$ cat config.mk
export PLATFORM = sky130hd
export DESIGN_NAME = instr_sequencer
export DESIGN_NICKNAME = d
export VERILOG_FILES = /design/src/rtl/instr_sequencer.sv
export SDC_FILE = /design/constraint.sdc
export NUM_CORES = 1
export LEC_CHECK = 0
export ABC_AREA = 1
export CORE_MARGIN = 4
export CORE_UTILIZATION = 43
export CTS_CLUSTER_DIAMETER = 50
export DETAILED_ROUTE_END_ITERATION = 10
export GPL_TIMING_DRIVEN = 0
export PLACE_DENSITY = 0.86
export SYNTH_ARGS = -nofsm -noshare
export SYNTH_HDL_FRONTEND = slang
export SYNTH_SLANG_ARGS = --single-unit
$ cat constraint.sdc
create_clock -name clock -period 1.5 [get_ports clock]
set_clock_uncertainty 0.1 [all_clocks]
set_input_delay 0.15 -clock clock [delete_from_list [all_inputs] [get_ports clock]]
set_output_delay 0.15 -clock clock [all_outputs]
set_load 0.02 [all_outputs]
$ cat src/rtl/instr_sequencer.sv
// Multi-cycle fetch/decode/execute controller for the accumulator datapath.
// Drives register strobes, mux selects, ALU opcodes and memory requests.
module instr_sequencer #(
  parameter int MEM_TIMEOUT = 16,
  parameter int CNT_W       = 16
) (
  input  logic             clock,
  input  logic             reset_n,
  input  logic             run,
  input  logic             step_mode,
  input  logic [15:0]      ir_in,
  input  logic             acc_zero,
  input  logic             acc_neg,
  input  logic             mem_ready,
  output logic             mar_write,
  output logic             mar_sel,
  output logic             mbr_write,
  output logic             ir_write,
  output logic             pc_inc,
  output logic             pc_load,
  output logic             acc_write,
  output logic [1:0]       acc_sel,
  output logic [3:0]       alu_op,
  output logic             mem_req,
  output logic             mem_we,
  output logic             busy,
  output logic             halted,
  output logic             illegal,
  output logic             mem_fault,
  output logic [CNT_W-1:0] retired
);

  localparam int TW = (MEM_TIMEOUT < 1) ? 1 : $clog2(MEM_TIMEOUT + 1);

  localparam logic [3:0] OP_LOAD  = 4'h1;
  localparam logic [3:0] OP_STORE = 4'h2;
  localparam logic [3:0] OP_ADD   = 4'h3;
  localparam logic [3:0] OP_SUBT  = 4'h4;
  localparam logic [3:0] OP_AND   = 4'h5;
  localparam logic [3:0] OP_OR    = 4'h6;
  localparam logic [3:0] OP_HALT  = 4'h7;
  localparam logic [3:0] OP_SKIP  = 4'h8;
  localparam logic [3:0] OP_JUMP  = 4'h9;
  localparam logic [3:0] OP_CLEAR = 4'hA;
  localparam logic [3:0] OP_SHL   = 4'hB;
  localparam logic [3:0] OP_SHR   = 4'hC;

  typedef enum logic [3:0] {
    S_IDLE,
    S_FADDR,
    S_FMEM,
    S_FIR,
    S_DECODE,
    S_EADDR,
    S_EMEM,
    S_EALU,
    S_HALT
  } state_t;

  state_t        r_state;
  state_t        w_next;
  logic [TW-1:0] r_tmo;
  logic [3:0]    w_op;
  logic          w_skip;
  logic          w_in_mem;
  logic          w_tmo_hit;
  logic          w_end;
  logic          w_ret;
  logic          w_ill;
  logic          w_flt;
  logic          w_unused;

  assign w_op     = ir_in[15:12];
  assign w_unused = ^ir_in[9:0];
  assign w_in_mem = (r_state == S_FMEM) || (r_state == S_EMEM);
  assign busy     = (r_state != S_IDLE) && (r_state != S_HALT);
  assign halted   = (r_state == S_HALT);

  // Timeout fires only while ready is still low at the limit
  assign w_tmo_hit = (MEM_TIMEOUT != 0) && !mem_ready &&
                     (r_tmo == TW'(MEM_TIMEOUT));

  // SKIPCOND condition select
  always_comb begin
    w_skip = 1'b0;
    case (ir_in[11:10])
      2'b00:   w_skip = acc_neg;
      2'b01:   w_skip = acc_zero;
      2'b10:   w_skip = !acc_neg && !acc_zero;
      default: w_skip = 1'b0;
    endcase
  end

  // Next state and per-state strobe decode
  always_comb begin
    w_next    = r_state;
    mar_write = 1'b0;
    mar_sel   = 1'b0;
    mbr_write = 1'b0;
    ir_write  = 1'b0;
    pc_inc    = 1'b0;
    pc_load   = 1'b0;
    acc_write = 1'b0;
    acc_sel   = 2'd0;
    alu_op    = 4'b0000;
    mem_req   = 1'b0;
    mem_we    = 1'b0;
    w_end     = 1'b0;
    w_ret     = 1'b0;
    w_ill     = 1'b0;
    w_flt     = 1'b0;
    case (r_state)
      S_IDLE: begin
        if (run) w_next = S_FADDR;
      end
      S_FADDR: begin
        mar_write = 1'b1;
        w_next    = S_FMEM;
      end
      S_FMEM: begin
        if (mem_ready) begin
          mem_req   = 1'b1;
          mbr_write = 1'b1;
          pc_inc    = 1'b1;
          w_next    = S_FIR;
        end else if (w_tmo_hit) begin
          w_flt  = 1'b1;
          w_next = S_HALT;
        end else begin
          mem_req = 1'b1;
        end
      end
      S_FIR: begin
        ir_write = 1'b1;
        w_next   = S_DECODE;
      end
      S_DECODE: begin
        case (w_op)
          OP_LOAD, OP_STORE, OP_ADD,
          OP_SUBT, OP_AND, OP_OR: begin
            w_next = S_EADDR;
          end
          OP_JUMP: begin
            pc_load = 1'b1;
            w_end   = 1'b1;
          end
          OP_SKIP: begin
            pc_inc = w_skip;
            w_end  = 1'b1;
          end
          OP_CLEAR: begin
            acc_write = 1'b1;
            acc_sel   = 2'd2;
            w_end     = 1'b1;
          end
          OP_SHL: begin
            acc_write = 1'b1;
            alu_op    = 4'b0100;
            w_end     = 1'b1;
          end
          OP_SHR: begin
            acc_write = 1'b1;
            alu_op    = 4'b0101;
            w_end     = 1'b1;
          end
          OP_HALT: begin
            w_ret  = 1'b1;
            w_next = S_HALT;
          end
          default: begin
            w_ill  = 1'b1;
            w_next = S_HALT;
          end
        endcase
      end
      S_EADDR: begin
        mar_write = 1'b1;
        mar_sel   = 1'b1;
        w_next    = S_EMEM;
      end
      S_EMEM: begin
        if (mem_ready) begin
          mem_req = 1'b1;
          mem_we  = (w_op == OP_STORE);
          if (w_op == OP_STORE) begin
            w_end = 1'b1;
          end else begin
            mbr_write = 1'b1;
            w_next    = S_EALU;
          end
        end else if (w_tmo_hit) begin
          w_flt  = 1'b1;
          w_next = S_HALT;
        end else begin
          mem_req = 1'b1;
          mem_we  = (w_op == OP_STORE);
        end
      end
      S_EALU: begin
        acc_write = 1'b1;
        w_end     = 1'b1;
        case (w_op)
          OP_LOAD: acc_sel = 2'd1;
          OP_SUBT: alu_op  = 4'b0001;
          OP_AND:  alu_op  = 4'b1000;
          OP_OR:   alu_op  = 4'b1001;
          default: alu_op  = 4'b0000;
        endcase
      end
      S_HALT: begin
        w_next = S_HALT;
      end
      default: begin
        w_next = S_IDLE;
      end
    endcase
    if (w_end) begin
      w_ret  = 1'b1;
      w_next = step_mode ? S_IDLE : S_FADDR;
    end
  end

  // State register
  always_ff @(posedge clock or negedge reset_n) begin
    if (!reset_n) r_state <= S_IDLE;
    else          r_state <= w_next;
  end

  // Sticky fault flags and retired-instruction counter
  always_ff @(posedge clock or negedge reset_n) begin
    if (!reset_n) begin
      illegal   <= 1'b0;
      mem_fault <= 1'b0;
      retired   <= '0;
    end else begin
      if (w_ill) illegal <= 1'b1;
      if (w_flt) mem_fault <= 1'b1;
      if (w_ret) retired <= retired + 1'b1;
    end
  end

  // Consecutive not-ready cycles in the current memory state
  always_ff @(posedge clock or negedge reset_n) begin
    if (!reset_n) begin
      r_tmo <= '0;
    end else if (w_in_mem && !mem_ready) begin
      if (r_tmo != '1) r_tmo <= r_tmo + 1'b1;
    end else begin
      r_tmo <= '0;
    end
  end

endmodule

# Word-level counts from Yosys, hierarchy flattened
# Cells that the tools add are included.
[word_totals] register_bits=27 input_bits=23 out_inout_bits=35
[op_classes] n_addsub=2 n_eq_ne=30 muxes=49 reduce_logical=18
[ops] op="case mux 4 bit (9 select lines)" n=1
[ops] op="== test 4 x 3 -> 1 bit (second input constant)" n=8
[ops] op="two-way mux 1 bit" n=29
[ops] op="== test 4 bit (second input constant)" n=6
[ops] op="two-way mux 4 bit" n=6
[ops] op="adder 16 x 1 -> 16 bit (second input constant)" n=1
[ops] op="== test 4 x 2 -> 1 bit (second input constant)" n=4
[ops] op="case mux 4 bit (2 select lines)" n=2
[ops] op="case mux 4 bit (3 select lines)" n=1
[ops] op="OR reduction 12 bit" n=1
[ops] op="two-way mux 5 bit" n=2
[ops] op="== test 4 x 1 -> 1 bit (second input constant)" n=2
[ops] op="inequality test 4 bit (second input constant)" n=2
[ops] op="inequality test 3 bit (second input constant)" n=2
[ops] op="case mux 1 bit (2 select lines)" n=3
[ops] op="case mux 1 bit (3 select lines)" n=2
[ops] op="case mux 3 bit (2 select lines)" n=1
[ops] op="OR reduction 6 bit" n=1
[ops] op="adder 5 x 1 -> 5 bit (second input constant)" n=1
[ops] op="== test 5 bit (second input constant)" n=1
[ops] op="inequality test 5 bit (second input constant)" n=1
[ops] op="OR reduction 5 bit" n=1
[ops] op="logical AND 1 bit" n=4
[ops] op="logical NOT 4 bit" n=1
[ops] op="13 further kinds" n=16

# Logic depth before layout (Yosys ltp)
# Gate-level depths: netlist of the first run.
[logic_depth] word_depth=6 ltp_mapped=10

# Worst setup path before layout of the first run
# No wires, ideal clock.
[synth_path] path_type="register -> output" from="register r_state[0]" to="output mem_we" t_arrival_ps=1537 path_slack_ps=-287 stages_incl_launch_ff=8 n_path_buf=0 path_cell_list="dfrtp_1 > inv_1 > nand2_1 > nor2_1 > inv_1 > nor2_1 > nand2_1 > nor2_1"
[synth_between] elab_chain_len=2
[synth_rtl] element="start, declared" line="60" text="state_t r_state;"
[synth_rtl] element="start signal, assigned" line="226" text="else r_state <= w_next;"
[synth_rtl] element="== test 4 x 3 -> 1 bit" line="112" text="case (r_state)"
[synth_rtl] element="two-way mux 1 bit" line="112"
[synth_rtl] element="end, declared" line="25" text="output logic mem_we,"
# Every way passes these cells.

# Worst setup path after layout of the first run
[layout_path] from="register r_state[1]" to="output pc_load"
[layout_between] elab_chain_len=2
[layout_rtl] element="== test 4 x 3 -> 1 bit" line="112"
[layout_rtl] element="two-way mux 1 bit" line="112"
[layout_rtl] element="end, declared" line="20" text="output logic pc_load,"
# Every way passes these cells.

==> reports/results.ini, run 1 <==
[clock_tree]
cts_sinks = 27
htreeDepth = 1
path_clk_slew_ns = 0.10
cts_tree = yes
clk_latency_ns = 0.28
clockBufferDepth = 2
cts_root_buffer = clkbuf_8
numCtsBuffers = 3

[status]
violations = negative setup slack
outcome = finished with violations

[critical_path]
cp.required_ns = 1.25
arrival_ns = 1.52
cp_slowest_cell = dfrtp_2
cp-start-kind = flip-flop
worst-path-buf-inv = 3
critical_path.cell_chain = inv_2 -> nand2_4 -> nor2_8 -> buf_4 -> nand2_2 -> nor2_1 -> buf_4
end_kind = primary output
crit_top_cell = buf_4
cp_max_fo = 7
cp_slowest_stage_delay_ns = 0.45
crit_family = flip-flops
path_class = reg2out

[timing]
fmax_ghz = 0.564
fin_crit_sh = 1.18
finalMaxSlewViolations = 0
tightest_slew_ns = 0.611
post-route-min-period_ns = 1.77
setup_slack_ns = -0.275
setup_tns_ns = -5.47
hold_viol = 0
slew_headroom = 0.593
rsz0062_at_grt = true
finalSetupViolCount = 35

[global_route]
antenna_found_initial = 0
grt_pass1_wl_microns = 9590
grt_pass1_vias = 2165
grt_max_degree = 28
track_usage = 0.218
gr-total-overflow = 0

[layout]
num_antenna_cells = 0
drive_gt1_frac = 0.334
fin_area_sq_um = 2990
final_core_util = 0.687
fin_nets = 402
syn_to_final_growth_pct = 54.6

[synth]
yosys.area.top_type_share = 0.349
yosysSeqAreaShare = 0.349
synth.cell_area_sq_um = 1940
ys_ff_latch = 27
synth_cell_types = 27
yosysMostFrequentCell = nand2_1
ys.flop_type = dfrtp_1
synth_fp_nets = 321
netlist_instances = 294
ys_warn_count = 0
synth_area_leaders = dfrtp_1 35%, nand2_1 19%, nand3_1 8.8%
yosysTopAreaCell = dfrtp_1
synth_enable_flop_cells = 0
synth_common_cells = 97 x nand2_1, 41 x nor2_1, 39 x inv_1
async_flop_share = 1.00
syn_avg_cell_area_sq_um = 6.58

[place]
hpwl_microns = 3760
placed_area_sq_um = 2480
gp_congestion = 0.852
port_buffers = 46
pre_cts_slack_ns = -0.797

[power]
ir_drop_v = 0.000452
power_density_nw_per_um2 = 1020
finalPower_mw = 3.05
p_leak_nw = 1.55

[detailed_routing]
drt-initial-drc-count = 166
viasPerCell = 5.25
antenna_left = 0
finalWirelength_microns = 6220
drc = 0
drt-met1-wl_microns = 2440
maxUsedRoutingLayer = met4
drtPass1Iterations = 5
wl_met3_microns = 325
vias = 2236
wire_per_inst_microns = 14.6
wl_met2_microns = 3330

[die]
floorplan.initialDensity = 0.445
die_area_sq_um = 5640
ios = 58
std_cell_rows = 24
fp.dieH_microns = 75.1
die_x_microns = 75.1
core-area_sq_um = 4350

[job]
cap_violations = 0

[min_path]
hold_path_class = in2async

report_power, final:
part | internal [mW] | switching, mW | total [mW]
Combinational | 0.706 | 0.952 | 1.66
Sequential | 0.829 | 0.133 | 0.963
Clock | 0.187 | 0.246 | 0.433
final timing paths:
kind | from | to | slack (ns) | cells after the start
worst max-delay path | r_state[1]$_DFFE_PN0P_ | pc_load | -0.27 | 7
worst min-delay path | reset_n | r_state[3]$_DFFE_PN0P_ | 0.30 | 2
worst max register to register | r_state[1]$_DFFE_PN0P_ | retired[0]$_DFFE_PN0P_ | -0.18 | 10
max in group asynchronous | reset_n | retired[1]$_DFFE_PN0P_ | 0.56 | 2
worst min register to register | illegal$_DFFE_PN0P_ | illegal$_DFFE_PN0P_ | 0.37 | 2
min in group clock | ir_in[14] | illegal$_DFFE_PN0P_ | 0.36 | 5
timing repair:
action                                  CTS  global route
gates resized for setup                 159            37
buffers inserted                         18             9
hold buffers                              0             1
endpoints found under the setup margin   55            41
pin swaps                                23            12
cloned                                    3             0
hold endpoints to repair                  0            27
layout by cell type, fill, tap and decap left out, drive strengths merged:
cell type | netlist | final
a21oi | 4 | 4
buf | 5 | 51
clkbuf | 0 | 3
clkdlybuf4s50 | 0 | 8
clkinv | 0 | 1
conb | 1 | 1
dfrtp | 27 | 27
dlygate4sd2 | 0 | 18
dlygate4sd3 | 0 | 1
dlymetal6s2s | 0 | 3
ha | 4 | 4
inv | 43 | 43
nand2 | 99 | 99
nand3 | 36 | 36
nand4 | 3 | 3
nor2 | 45 | 45
nor3 | 5 | 5
o211ai | 1 | 1
o21ai | 8 | 8
o31ai | 1 | 1
or2 | 1 | 1
xnor2 | 3 | 3
xor2 | 8 | 8
metrics by stage:
step	cells	hold slack, ns
after CTS	417	0.372
after global routing	426	0.348
after global placement	392	0.350
final	426	0.300
after detailed placement	392	0.349
after floorplan	294	-0.246
layer usage:
layer,up-vias,track usage
li1,1074,-
met1,1064,0.263
met2,82,0.380
met3,16,0.0454
met4,0,0.0810
met5,-,0
area by class of cell:
| class | count | area [sq um] |
|---|---|---|
| timing repair buffer | 76 | 677 |
| clock buffer | 3 | 41.3 |
| multi-input combinational | 219 | 1310 |
| sequential | 27 | 681 |
| buffer | 5 | 52.6 |
| fill | 318 | 1360 |
| clock inverter | 1 | 5.00 |
| inverter | 43 | 164 |
| tap | 52 | 65.1 |
kinds of logic (layout without fill, tap and decap cells):
family	count (synthesis)	after routing	synth area share
simple gates	189	189	0.427
buf+inv	48	128	0.105
fa+ha+maj	4	4	0.0259
xor+xnor	11	11	0.0498
compound gates	14	14	0.0407
flops	27	27	0.349
other cells	1	1	0.00194
registers in the layout (all words and copies together) (netlist names):
register,cells
r_tmo,5
illegal,1
retired,16
mem_fault,1
r_state,4
(Power assumes the default switching activity.)
==> inputs of run 2 (changes only) <==
--- a/config.mk
+++ b/config.mk
@@ -6,6 +6,7 @@
 export NUM_CORES = 1
 export LEC_CHECK = 0
 export ABC_AREA = 1
+export CORE_ASPECT_RATIO = 1.4
 export CORE_MARGIN = 4
 export CORE_UTILIZATION = 43
 export CTS_CLUSTER_DIAMETER = 50
==> reports/results.ini, run 2 (synthesis results as in run 1) <==
[status]
outcome = finished with violations
violations = negative setup slack

[layout]
fin_nets = 406  ; +1.0%
syn_to_final_growth_pct = 71.0
reg_top3 = retired (16), r_tmo (5), r_state (4)
stdcell_count = 438  ; +2.8%
num_antenna_cells = 0  ; unchanged
layout_common_cells = 59 x nand2_1, 27 x inv_1, 25 x nand2_2, 25 x buf_6
final_common_cell = nand2_1
drive_gt1_frac = 0.447  ; +0.113
largest-register = retired
largest_reg_flops = 16  ; unchanged

[die]
std_cell_rows = 28  ; +17%
die_area_sq_um = 5650  ; +0.28%
floorplan.initialDensity = 0.453  ; +0.00833
die_x_microns = 64.7  ; -14%
core-area_sq_um = 4270  ; -1.8%
ios = 58  ; unchanged
fp.dieH_microns = 87.4  ; +16%

[global_route]
grt_pass1_wl_microns = 9690  ; +1.1%
antenna_found_initial = 0  ; unchanged
track_usage = 0.214  ; -0.00445
grt_pass1_vias = 2272  ; +4.9%
grt_max_degree = 28  ; unchanged
gr-total-overflow = 0  ; unchanged

[clock_tree]
numCtsBuffers = 3  ; unchanged
htreeDepth = 1  ; unchanged
cts_root_buffer = clkbuf_8
cts_tree = yes
path_clk_slew_ns = 0.10  ; about the same
clockBufferDepth = 2  ; unchanged
clk_latency_ns = 0.28  ; about the same
cts_sinks = 27  ; unchanged

[power]
power_density_nw_per_um2 = 1090  ; +6.9%
ir_drop_v = 0.00105  ; +130%
p_leak_nw = 1.66  ; +7.5%

[critical_path]
cp_max_fo = 5  ; -2
cp.required_ns = 1.25  ; about the same
cp-start-kind = flip-flop
arrival_ns = 1.57  ; +0.05 ns
r2r_start = r_state[3]$_DFFE_PN0P_
cp_slowest_cell = dfrtp_1
worst-path-buf-inv = 3  ; unchanged
ff2ff_setup_slack_ns = -0.27  ; -0.09 ns
rr_worst_depth = 10  ; unchanged
crit_path_start = r_state[3]$_DFFE_PN0P_
cp_slowest_stage_delay_ns = 0.43  ; -0.02 ns
r2r-end = retired[9]$_DFFE_PN0P_
end_kind = primary output
critical_path.cell_chain = inv_2 -> nand2_8 -> buf_4 -> nor2_2 -> nand2_1 -> nand2_2 -> buf_6
crit_family = simple AND/OR/NAND/NOR gates
path_class = reg2out

[job]
cap_violations = 0  ; unchanged

[timing]
finalSetupViolCount = 37  ; +5.7%
tightest_slew_ns = 0.716  ; +0.105 ns
fin_crit_sh = 1.21  ; +0.0316
finalMaxSlewViolations = 0  ; unchanged
hold_viol = 0  ; unchanged
rsz0062_at_grt = true
setup_slack_ns = -0.322  ; -0.0474 ns
post-route-min-period_ns = 1.82  ; +0.0474 ns
slew_headroom = 0.523  ; -0.0701
fmax_ghz = 0.549  ; -2.6%

[detailed_routing]
finalWirelength_microns = 7160  ; +15%
drc = 0  ; unchanged
vias = 2415  ; +8.0%
drt-initial-drc-count = 244  ; +47%
wire_per_inst_microns = 16.3  ; +12%
antenna_left = 0  ; unchanged
viasPerCell = 5.51  ; +5.0%
drtPass1Iterations = 4  ; -1

[place]
gp_congestion = 0.885  ; +3.9%
pre_cts_slack_ns = -0.740  ; +0.0565 ns
dp_cells = 400  ; +2.0%
port_buffers = 46  ; unchanged
hpwl_microns = 3530  ; -6.1%

[min_path]
hold_path_class = in2async

-- run 2: cell count changes in the layout (fill, tap and decap cells not counted), sizes merged --
cell	before	now
buf	51	52
clkbuf	3	6
clkdlybuf4s50	8	10
clkinv	1	0
dlygate4sd2	18	17
dlymetal6s2s	3	2
nor2	45	46
-- run 2: timing repair --
| item | CTS | global route |
|---|---|---|
| hold buffers | 0 | 1 |
| gates resized for setup | 164 | 98 |
| cloned | 4 | 1 |
| endpoints found under the setup margin | 53 | 43 |
| buffers inserted | 14 | 14 |
| hold endpoints to repair | 0 | 27 |
| pin swaps | 19 | 26 |
-- run 2: routing by layer --
layer | wire (microns) | global-route usage | vias to the layer above | part of all wire
li1 | - | - | 1080 | -
met1 | 2410 | 0.220 | 1138 | 0.34
met2 | 3830 | 0.401 | 143 | 0.54
met3 | 486 | 0.0401 | 54 | 0.068
met4 | 422 | 0.112 | 0 | 0.059
met5 | 0 | 0 | - | 0
-- run 2: layout make-up --
class | instances | area (sq um)
Buffer | 5 | 56.3
Fill cell | 269 | 965
Inverter | 43 | 169
Multi-Input combinational cell | 220 | 1520
Timing Repair Buffer | 79 | 769
Clock buffer | 4 | 45.0
Sequential cell | 27 | 679
Tap cell | 60 | 75.1
-- run 2: power breakdown --
part           internal [mW]  switching [mW]
clock                  0.191           0.245
sequential             0.825           0.130
combinational          0.981            1.24
total                   2.00            1.61
-- run 2: worst max path at each step --
stage / slack [ns] / cells past startpoint / end
after CTS: -0.21 / 8 / mem_we
after floorplan: -0.02 / 7 / mem_we
after global routing: -0.37 / 7 / mbr_write
after global placement: -0.75 / 6 / pc_inc
final: -0.32 / 7 / mbr_write
after detailed placement: -0.74 / 6 / pc_inc
-- run 2: stage by stage --
| stage | area, sq um | total power, mW | utilization | hold WS, ns | TNS (ns) |
|---|---|---|---|---|---|
| 2_1_floorplan | 1950 | 1.74 | - | -0.246 | -0.0174 |
| 3_3_place_gp | 2490 | 2.16 | 0.582 | 0.349 | -17.76 |
| 3_5_place_dp | 2490 | 2.19 | 0.582 | 0.352 | -19.07 |
| 4_1_cts | 2820 | 2.91 | 0.661 | 0.198 | -2.96 |
| 5_1_grt | 3310 | 3.78 | 0.774 | 0.406 | -9.66 |
| 6_report | 3310 | 3.61 | 0.774 | 0.354 | -7.20 |
